### src/rtl/data_memory_pkg.sv
// Shared constants and decode helpers for the memory-mapped data memory.
// Word addressing, STAT register layout and the read-source selector live here.
package data_memory_pkg;

  localparam int BYTE_W   = 8;
  localparam int STAT_NEW = 0;
  localparam int STAT_OVR = 1;

  typedef enum logic {
    SRC_ARRAY = 1'b0,
    SRC_AUX   = 1'b1
  } rd_src_e;

  function automatic int byte_lanes(input int data_w);
    return data_w / BYTE_W;
  endfunction

  function automatic logic [31:0] word_index(input logic [31:0] addr);
    return {2'b00, addr[31:2]};
  endfunction

  // The STAT register at 4*depth is the last legal address.
  function automatic logic addr_valid(input logic [31:0] addr, input int depth);
    return (addr[1:0] == 2'b00) && (addr <= (32'd4 * 32'(depth)));
  endfunction

endpackage

### src/rtl/data_memory_mmio_if.sv
// Core load/store bus, peripheral handshake and display taps of the data memory.
interface data_memory_mmio_if #(
  parameter int DATA_W = 32
);

  logic [31:0]         Address;
  logic [DATA_W-1:0]   WriteData;
  logic [DATA_W/8-1:0] ByteEnable;
  logic                WriteEnable;
  logic                ReadEnable;
  logic [DATA_W-1:0]   ReadData;
  logic                ReadValid;
  logic                AddrError;
  logic [DATA_W-1:0]   MouseData;
  logic                MouseValid;
  logic                MouseReady;
  logic [DATA_W-1:0]   DATO1;
  logic [DATA_W-1:0]   DATO2;
  logic [DATA_W-1:0]   RESULTADO;

  modport master (
    output Address, WriteData, ByteEnable, WriteEnable, ReadEnable,
    output MouseData, MouseValid,
    input  ReadData, ReadValid, AddrError, MouseReady,
    input  DATO1, DATO2, RESULTADO
  );

  modport slave (
    input  Address, WriteData, ByteEnable, WriteEnable, ReadEnable,
    input  MouseData, MouseValid,
    output ReadData, ReadValid, AddrError, MouseReady,
    output DATO1, DATO2, RESULTADO
  );

endinterface

### src/rtl/dm_word_array.sv
// DEPTH x DATA_W word storage: byte-lane CPU write, full-word peripheral write,
// registered read port and combinational tap reads.
module dm_word_array
  import data_memory_pkg::*;
#(
  parameter  int DATA_W       = 32,
  parameter  int DEPTH        = 16,
  parameter  int IN_SLOT      = 1,
  parameter  int TAP0_SLOT    = 4,
  parameter  int IN_RST_VAL   = 2,
  parameter  int TAP0_RST_VAL = 2,
  parameter  int N_TAPS       = 3,
  localparam int IDX_W        = (DEPTH > 1) ? $clog2(DEPTH) : 1,
  localparam int LANES        = byte_lanes(DATA_W)
) (
  input  logic                           clk_i,
  input  logic                           rst_i,
  input  logic                           wr_en_i,
  input  logic [IDX_W-1:0]               wr_idx_i,
  input  logic [LANES-1:0]               wr_be_i,
  input  logic [DATA_W-1:0]              wr_data_i,
  input  logic                           pw_en_i,
  input  logic [DATA_W-1:0]              pw_data_i,
  input  logic                           rd_en_i,
  input  logic [IDX_W-1:0]               rd_idx_i,
  output logic [DATA_W-1:0]              rd_data_o,
  input  logic [N_TAPS-1:0][IDX_W-1:0]   tap_idx_i,
  output logic [N_TAPS-1:0][DATA_W-1:0]  tap_data_o
);

  logic [DATA_W-1:0] mem_q [DEPTH];
  logic [DATA_W-1:0] mem_d [DEPTH];
  logic [DATA_W-1:0] rd_data_q;

  // IN_SLOT takes precedence if it shares a slot with TAP0_SLOT.
  function automatic logic [DATA_W-1:0] rst_word(input int i);
    if (i == IN_SLOT) begin
      return DATA_W'(IN_RST_VAL);
    end else if (i == TAP0_SLOT) begin
      return DATA_W'(TAP0_RST_VAL);
    end else begin
      return '0;
    end
  endfunction

  // Next array contents: peripheral word first, CPU lanes on top.
  always_comb begin
    mem_d = mem_q;
    mem_d[IN_SLOT] = pw_en_i ? pw_data_i : mem_q[IN_SLOT];
    for (int k = 0; k < LANES; k++) begin
      mem_d[wr_idx_i][BYTE_W*k +: BYTE_W] = (wr_en_i && wr_be_i[k])
          ? wr_data_i[BYTE_W*k +: BYTE_W]
          : mem_d[wr_idx_i][BYTE_W*k +: BYTE_W];
    end
  end

  // Storage and read register; reads see pre-edge contents.
  always_ff @(posedge clk_i or posedge rst_i) begin
    if (rst_i) begin
      for (int i = 0; i < DEPTH; i++) begin
        mem_q[i] <= rst_word(i);
      end
      rd_data_q <= '0;
    end else begin
      mem_q <= mem_d;
      if (rd_en_i) begin
        rd_data_q <= mem_q[rd_idx_i];
      end else begin
        rd_data_q <= rd_data_q;
      end
    end
  end

  // Display taps follow the array directly.
  always_comb begin
    tap_data_o = '0;
    for (int t = 0; t < N_TAPS; t++) begin
      tap_data_o[t] = mem_q[tap_idx_i[t]];
    end
  end

  assign rd_data_o = rd_data_q;

endmodule

### src/rtl/data_memory_mmio.sv
// Data memory with a memory-mapped peripheral input slot, sticky NEW/OVR status
// at 4*DEPTH, address checking and three continuous display taps.
module data_memory_mmio
  import data_memory_pkg::*;
#(
  parameter int DATA_W       = 32,
  parameter int DEPTH        = 16,
  parameter int IN_SLOT      = 1,
  parameter int TAP0_SLOT    = 4,
  parameter int TAP1_SLOT    = 5,
  parameter int TAP2_SLOT    = 7,
  parameter int IN_RST_VAL   = 2,
  parameter int TAP0_RST_VAL = 2
) (
  input logic              CLK,
  input logic              RST,
  data_memory_mmio_if.slave bus
);

  localparam int          IDX_W     = (DEPTH > 1) ? $clog2(DEPTH) : 1;
  localparam int          LANES     = byte_lanes(DATA_W);
  localparam logic [31:0] STAT_ADDR = 32'd4 * 32'(DEPTH);
  localparam logic [31:0] IN_ADDR   = 32'd4 * 32'(IN_SLOT);

  logic                          ok_s;
  logic                          stat_s;
  logic                          wr_arr_s;
  logic                          rd_arr_s;
  logic                          stat_rd_s;
  logic                          mready_s;
  logic                          xfer_s;
  logic [IDX_W-1:0]              idx_s;
  logic [DATA_W-1:0]             stat_word_s;
  logic [DATA_W-1:0]             arr_rd_s;
  logic [2:0][IDX_W-1:0]         tap_idx_s;
  logic [2:0][DATA_W-1:0]        tap_data_s;

  logic                          new_q, new_d;
  logic                          ovr_q, ovr_d;
  rd_src_e                       src_q, src_d;
  logic [DATA_W-1:0]             aux_q, aux_d;
  logic                          valid_q;
  logic                          err_q;

  // Address decode and peripheral handshake.
  always_comb begin
    ok_s        = addr_valid(bus.Address, DEPTH);
    stat_s      = (bus.Address == STAT_ADDR);
    idx_s       = IDX_W'(word_index(bus.Address));
    wr_arr_s    = bus.WriteEnable && ok_s && !stat_s;
    rd_arr_s    = bus.ReadEnable && ok_s && !stat_s;
    stat_rd_s   = bus.ReadEnable && stat_s;
    mready_s    = !(bus.WriteEnable && (bus.Address == IN_ADDR));
    xfer_s      = bus.MouseValid && mready_s;
    stat_word_s = '0;
    stat_word_s[STAT_NEW] = new_q;
    stat_word_s[STAT_OVR] = ovr_q;
  end

  // Sticky status; a transfer on the clearing edge leaves NEW set and OVR clear.
  always_comb begin
    new_d = new_q;
    ovr_d = ovr_q;
    if (xfer_s) begin
      new_d = 1'b1;
      ovr_d = stat_rd_s ? 1'b0 : (ovr_q | new_q);
    end else if (stat_rd_s) begin
      new_d = 1'b0;
      ovr_d = 1'b0;
    end else begin
      new_d = new_q;
      ovr_d = ovr_q;
    end
  end

  // Read-data source: array word, STAT snapshot, or zero for a bad read.
  always_comb begin
    src_d = src_q;
    aux_d = aux_q;
    if (rd_arr_s) begin
      src_d = SRC_ARRAY;
    end else if (stat_rd_s) begin
      src_d = SRC_AUX;
      aux_d = stat_word_s;
    end else if (bus.ReadEnable) begin
      src_d = SRC_AUX;
      aux_d = '0;
    end else begin
      src_d = src_q;
      aux_d = aux_q;
    end
  end

  // Control/status registers.
  always_ff @(posedge CLK or posedge RST) begin
    if (RST) begin
      new_q   <= 1'b0;
      ovr_q   <= 1'b0;
      src_q   <= SRC_AUX;
      aux_q   <= '0;
      valid_q <= 1'b0;
      err_q   <= 1'b0;
    end else begin
      new_q   <= new_d;
      ovr_q   <= ovr_d;
      src_q   <= src_d;
      aux_q   <= aux_d;
      valid_q <= bus.ReadEnable;
      err_q   <= (bus.WriteEnable || bus.ReadEnable) && !ok_s;
    end
  end

  assign tap_idx_s[0] = IDX_W'(TAP0_SLOT);
  assign tap_idx_s[1] = IDX_W'(TAP1_SLOT);
  assign tap_idx_s[2] = IDX_W'(TAP2_SLOT);

  dm_word_array #(
    .DATA_W       (DATA_W),
    .DEPTH        (DEPTH),
    .IN_SLOT      (IN_SLOT),
    .TAP0_SLOT    (TAP0_SLOT),
    .IN_RST_VAL   (IN_RST_VAL),
    .TAP0_RST_VAL (TAP0_RST_VAL),
    .N_TAPS       (3)
  ) u_array (
    .clk_i      (CLK),
    .rst_i      (RST),
    .wr_en_i    (wr_arr_s),
    .wr_idx_i   (idx_s),
    .wr_be_i    (bus.ByteEnable[LANES-1:0]),
    .wr_data_i  (bus.WriteData),
    .pw_en_i    (xfer_s),
    .pw_data_i  (bus.MouseData),
    .rd_en_i    (rd_arr_s),
    .rd_idx_i   (idx_s),
    .rd_data_o  (arr_rd_s),
    .tap_idx_i  (tap_idx_s),
    .tap_data_o (tap_data_s)
  );

  assign bus.ReadData   = (src_q == SRC_ARRAY) ? arr_rd_s : aux_q;
  assign bus.ReadValid  = valid_q;
  assign bus.AddrError  = err_q;
  assign bus.MouseReady = mready_s;
  assign bus.DATO1      = tap_data_s[0];
  assign bus.DATO2      = tap_data_s[1];
  assign bus.RESULTADO  = tap_data_s[2];

endmodule

### src/flat_wrapper.sv
// flat-port wrapper written by rule: the top's interface ports become plain ports
module data_memory_mmio_flat import data_memory_pkg::*;
#(
  parameter int DATA_W       = 32,
  parameter int DEPTH        = 16,
  parameter int IN_SLOT      = 1,
  parameter int TAP0_SLOT    = 4,
  parameter int TAP1_SLOT    = 5,
  parameter int TAP2_SLOT    = 7,
  parameter int IN_RST_VAL   = 2,
  parameter int TAP0_RST_VAL = 2
)
  (CLK, RST, bus_Address, bus_WriteData, bus_ByteEnable, bus_WriteEnable, bus_ReadEnable, bus_MouseData, bus_MouseValid, bus_ReadData, bus_ReadValid, bus_AddrError, bus_MouseReady, bus_DATO1, bus_DATO2, bus_RESULTADO);
  data_memory_mmio_if #(.DATA_W(DATA_W)) bus_i ();
  input logic CLK;
  input logic RST;
  input wire logic [$bits(bus_i.Address)-1:0] bus_Address;
  input wire logic [$bits(bus_i.WriteData)-1:0] bus_WriteData;
  input wire logic [$bits(bus_i.ByteEnable)-1:0] bus_ByteEnable;
  input wire logic [$bits(bus_i.WriteEnable)-1:0] bus_WriteEnable;
  input wire logic [$bits(bus_i.ReadEnable)-1:0] bus_ReadEnable;
  input wire logic [$bits(bus_i.MouseData)-1:0] bus_MouseData;
  input wire logic [$bits(bus_i.MouseValid)-1:0] bus_MouseValid;
  output wire logic [$bits(bus_i.ReadData)-1:0] bus_ReadData;
  output wire logic [$bits(bus_i.ReadValid)-1:0] bus_ReadValid;
  output wire logic [$bits(bus_i.AddrError)-1:0] bus_AddrError;
  output wire logic [$bits(bus_i.MouseReady)-1:0] bus_MouseReady;
  output wire logic [$bits(bus_i.DATO1)-1:0] bus_DATO1;
  output wire logic [$bits(bus_i.DATO2)-1:0] bus_DATO2;
  output wire logic [$bits(bus_i.RESULTADO)-1:0] bus_RESULTADO;
  assign bus_i.Address = bus_Address;
  assign bus_i.WriteData = bus_WriteData;
  assign bus_i.ByteEnable = bus_ByteEnable;
  assign bus_i.WriteEnable = bus_WriteEnable;
  assign bus_i.ReadEnable = bus_ReadEnable;
  assign bus_i.MouseData = bus_MouseData;
  assign bus_i.MouseValid = bus_MouseValid;
  assign bus_ReadData = bus_i.ReadData;
  assign bus_ReadValid = bus_i.ReadValid;
  assign bus_AddrError = bus_i.AddrError;
  assign bus_MouseReady = bus_i.MouseReady;
  assign bus_DATO1 = bus_i.DATO1;
  assign bus_DATO2 = bus_i.DATO2;
  assign bus_RESULTADO = bus_i.RESULTADO;
  data_memory_mmio #(.DATA_W(DATA_W), .DEPTH(DEPTH), .IN_SLOT(IN_SLOT), .TAP0_SLOT(TAP0_SLOT), .TAP1_SLOT(TAP1_SLOT), .TAP2_SLOT(TAP2_SLOT), .IN_RST_VAL(IN_RST_VAL), .TAP0_RST_VAL(TAP0_RST_VAL)) u_core (.CLK(CLK), .RST(RST), .bus(bus_i));
endmodule
### config.mk
export PLATFORM = sky130hd
export DESIGN_NAME = data_memory_mmio_flat
export DESIGN_NICKNAME = d
export VERILOG_FILES = /design/src/rtl/data_memory_pkg.sv /design/src/rtl/data_memory_mmio_if.sv /design/src/rtl/dm_word_array.sv /design/src/rtl/data_memory_mmio.sv /design/src/flat_wrapper.sv
export SDC_FILE = /design/constraint.sdc
export NUM_CORES = 1
export LEC_CHECK = 0
export BUFFER_PORTS_ARGS = -buffer_cell sky130_fd_sc_hd__buf_2
export CORE_MARGIN = 8
export CORE_UTILIZATION = 24
export CTS_BUF_LIST = sky130_fd_sc_hd__clkbuf_8
export CTS_CLUSTER_SIZE = 40
export DETAILED_ROUTE_END_ITERATION = 8
export PLACE_DENSITY = 0.38
export SLEW_MARGIN = 15
export SYNTH_ARGS = -nofsm -noshare
export SYNTH_HDL_FRONTEND = slang
export SYNTH_SLANG_ARGS = --single-unit
export TNS_END_PERCENT = 100
### constraint.sdc
create_clock -name CLK -period 27.4 [get_ports CLK]
set_input_delay 2.74 -clock CLK [delete_from_list [all_inputs] [get_ports CLK]]
set_output_delay 2.74 -clock CLK [all_outputs]
set_load 0.02 [all_outputs]
Word level (Yosys, flattened, before mapping):

Cells that the tools add are included.

* bits in registers: 581
* input bits: 105
* word-level logic and storage cells: 96

* $lt $le $gt $ge: 3
* bitwise operators: 3
* reduce and logical (&&, ||, !) cells: 23
* equal/unequal tests: 2
* mux-type cells: 42

Operators by type and width (number)
* $bwmux 512: 4
* $bmux 32 s4: 5
* $demux 32 s4: 4
* $mux 32: 9
* $mux 24: 3
* $mux 8: 7
* $mux 16: 3
* $eq 32x3->1 const B: 1
* $eq 32x7->1 const B: 1
* $le 32x7->1 const B: 1
* $logic_and 1x1->1: 14
* $mux 1: 7
* $ge 5x5->1 const B: 1
* $lt 5x1->1 const B: 1
* $not 4->5: 1
* $reduce_bool 2->1: 2
* $logic_not 1->1: 3
* $reduce_bool 3->1: 1
* $logic_not 2->1: 1
* $reduce_and 2->1: 1
* $logic_or 1x1->1: 1
* $not 1->1: 1
* $or 1x1->1: 1

Logic depth before layout (Yosys ltp):

* depth in word-level cells: 25
* mapped depth: 12

By module:

Synthesis repeated with hierarchy kept, for this count alone.

* cell total of the unflattened synthesis: 3261
* area total of the unflattened synthesis: 40915.5 µm²

Modules (own cells, without submodules)
* dm_word_array: seq. area each 13615.6 µm², cells each 3180, times used 1, area an instance 40294.9 µm²
* data_memory_mmio: seq. area each 176.4 µm², cells each 81, times used 1, area an instance 620.6 µm²

Worst setup path after synthesis:

No wires, ideal clock.

* kind: input to output
* start point: input port bus_Address[3]
* end point: output port bus_MouseReady
* required time: 24.660 ns
* data arrival time: 4.172 ns
* path slack: 20.488 ns
* cell stages on the path: 7
* cell sequence: buf_6 buf_12 buf_12 or4b_4 buf_2 nor2_4 nand3_2

* word-level cells in the longest chain between the ends: 3

RTL lines
* start: declaration: line flat_wrapper.sv:17 `input wire logic [$bits(bus_i.Address)-1:0] bus_Address;`
* $eq 32x3->1: line data_memory_mmio.sv:53 `mready_s = !(bus.WriteEnable && (bus.Address == IN_ADDR));`
* $logic_and 1x1->1: line data_memory_mmio.sv:53
* $logic_not 1->1: line data_memory_mmio.sv:53
* end: declaration: line flat_wrapper.sv:27 `output wire logic [$bits(bus_i.MouseReady)-1:0] bus_MouseReady;`

Every way passes these cells.

Worst setup path in the final report:

* start point: input port bus_Address[2]
* end point: output port bus_MouseReady

The elaborated chain is that of the path after synthesis.

==> impl_metrics.toml <==
[logic_synthesis]
synth_compound_gate_area_share_pct = 18.8
post_synthesis_cell_type_count = 81
combinational_family_with_the_most_area_after_synthesis = "compound AO/OA/AOI/OAI gates"
synth_fp_nets = 2714
adder_cell_fraction_of_synth_area_pct = 0
yosys-mux-area-fraction_pct = 11.8
syn_area_sq_mm = 0.0275
xor_xnor_share_of_the_synthesized_area_pct = 0
async_flop_share_pct = 100
yosys.area.top_type = "sky130_fd_sc_hd__dfrtp_1"
post_synth_and_or_nand_nor_area_fraction_pct = 11.9
yosysSeqAreaShare_pct = 50.1
ys_warn_count = 0
synth_top_cells_by_area = "sky130_fd_sc_hd__dfrtp_1, sky130_fd_sc_hd__nand2_1, sky130_fd_sc_hd__mux4_2"
post_synth.cell_area_avg_sq_um = 10.5
ys_seq_elements = 551
synth_ff_type = "sky130_fd_sc_hd__dfrtp_1"
yosysTopAreaCellShare_pct = 49.9
post_synth_inst_count = 2609
synth_enable_flop_cells = 0

[sta]
total_negative_slack_for_setup_checks_ns = 0
grt_setup_unrepaired = "false"
slew_viol_final = 0
min_period_over_period_pct = 26.6
fin_worst_skew_ns = 0.0328
finalHoldViolCount = 0
worst-slew-pin-transition_ns = 1.19
setup_failing_eps_final = 0
achievable_clock_frequency_mhz = 137
slew_limit_headroom_pct = 20.7
min_period_ns = 7.30

[global_routing]
gr-usage-all-layers_pct = 15.5
grt_max_degree = 136
global_route_wire_length_before_repair_mm = 147
grt_remaining_overflow = 0
via_count_of_the_first_global_routing_pass = 20800
grt_antenna_before_repair = 5

[die]
effective_utilization_at_floorplan_pct = 24.1
fp.coreArea_sq_mm = 0.114
fp.dieH_um = 355
floorplan.io_pins = 236
fp-row-count = 124
die_area_sq_mm = 0.126
dieWidth_um = 355

[clock_network]
clk_pin_slew_ns = 0.06
htree_levels = 3
cts.path.max_buffers = 3
cts_tree = "done"
tritoncts_num_sinks = 551
cts_repair_resize_count = 0
clock_latency_ns = 0.72
cts_buffers = 98
cts_setup_buffers = 0
root_buffer_cell = "sky130_fd_sc_hd__clkbuf_8"
postCtsHoldBufs = 0

[routing]
routed_via_density = 4.81
wl_met3_mm = 7.21
drt_pre_antenna_iters = 7
highest_signal_layer_in_the_routed_design = "met4"
wirelength_mm = 99.6
vias = 20500
wl_met1_mm = 47.1
drc_errors = 0
first_iter_violations = 1373
routed-wl-met2_mm = 43.4
postRouteAntennaNets = 0
routedWlPerCell_um = 23.4

[critical_path]
timing.setup.critical_path_class = "input pin to output pin"
rrSetupSlack_ns = 24.22
critical_path_arrival_ns = 4.56
endpoint_kind = "output pin"
critPathMaxFanout = 38
worst_r2r_path_depth = 6
timing.critical_path.required_ns = 24.66
start_kind = "input pin"

[power]
switchingPower_mw = 0.778
power.share.switching_pct = 33.0
vdd_drop_max_mv = 0.0265
leakage_nw = 13.8
seq_power_share_pct = 45.5
comb_power_share_pct = 21.6
intPower_mw = 1.58
power.share.clock_pct = 32.9
power_density_mw_per_mm2 = 75.6

[placed_design]
globalplace.congestion = 0.791
place.detailed.hpwl_mm = 64.6
io_buffer_count = 235

[layout]
fin_nets = 2770
drive_above_1_share_pct = 24.5
final_core_util_pct = 27.3
final_cell_mix = "sky130_fd_sc_hd__nand2_1, sky130_fd_sc_hd__dfrtp_1, sky130_fd_sc_hd__o21ai_0"
layout_commonest_cell = "sky130_fd_sc_hd__nand2_1"
area_delta_synth_final_pct = 13.2

[min_path]
holdPathStages = 2
timing.hold.worst.class = "flip-flop to flip-flop"

[run_status]
status = "completed"

[job]
maxCapViolCount = 0
[sequential cells by signal, indices dropped and copies added (netlist names)]
name / cells
u_core.aux_q: 2
u_core.src_q: 1
u_core.u_array.rd_data_o: 32
u_core.bus.ReadValid: 1
u_core.new_q: 1
u_core.u_array.mem_q: 512
u_core.ovr_q: 1
u_core.bus.AddrError: 1
[power by group through the flow]
stage | Sequential, mW | Combinational, mW | Clock (mW)
after CTS | 1.07 | 0.515 | 0.806
after global placement | 1.08 | 0.503 | 0
after detailed placement | 1.09 | 0.514 | 0
after global routing | 1.09 | 0.567 | 0.840
after floorplan | 1.05 | 0.402 | 0
final | 1.07 | 0.509 | 0.773
[routing by layer]
metal | global-route usage, % | vias up
li1 | - | 9366
met1 | 21.9 | 10400
met2 | 23.2 | 628
met3 | 4.26 | 121
met4 | 4.07 | 0
met5 | 0 | -
[path summary, 6_finish.rpt]
| path | start | end |
|---|---|---|
| hold reg to reg | u_core.u_array.mem_q[172] | u_core.u_array.mem_q[172] |
| setup / recovery | bus_Address[2] | bus_MouseReady |
| setup reg to reg | u_core.u_array.mem_q[284] | u_core.u_array.mem_q[412] |
| max in group asynchronous | RST | u_core.u_array.mem_q[365] |
| min in group asynchronous | RST | u_core.u_array.mem_q[473] |
| hold / removal | u_core.u_array.mem_q[172] | u_core.u_array.mem_q[172] |
[synthesized netlist by cell type, drive strengths merged (20+ instances only)]
master / instances
clkbuf: 140
a31oi: 20
nor2b: 34
dfrtp: 548
nor2: 59
mux4: 93
o21ai: 342
a21oi: 48
nand2: 591
o31ai: 226
nand3: 24
buf: 188
mux2i: 93
[cell families after synthesis]
group           after synthesis
buf+inv                     335
compound gates              744
simple gates                774
flops                       551
mux                         205
[critical path, cell delays in order]
cell	delay [ns]
sky130_fd_sc_hd__buf_6	0.38
sky130_fd_sc_hd__or4b_4	0.74
sky130_fd_sc_hd__nor2_4	0.21
sky130_fd_sc_hd__nand3_2	0.19
sky130_fd_sc_hd__buf_2	0.26
[cell type report]
type,instances,area (sq um)
Sequential cell,551,13800
Multi-Input combinational cell,1723,11800
Clock inverter,51,253
Antenna cell,4,10.0
Fill cell,12000,82900
Clock buffer,125,1720
Timing Repair Buffer,284,1590
Tap cell,1512,1890
Inverter,7,33.8
[through the flow]
stage / hold WS, ns / power [mW] / cells / worst slack (ns) / area, sq um
floorplan: 0.441 / 1.45 / 2609 / 9.26 / 27500
global placement: 0.454 / 1.58 / 4075 / 20.11 / 29100
detailed placement: 0.461 / 1.60 / 4075 / 20.07 / 29100
CTS: 0.475 / 2.39 / 4251 / 20.08 / 31100
global route: 0.491 / 2.50 / 4255 / 20.00 / 31100
finish: 0.471 / 2.35 / 4257 / 20.10 / 31100
(Power assumes the default switching activity.)
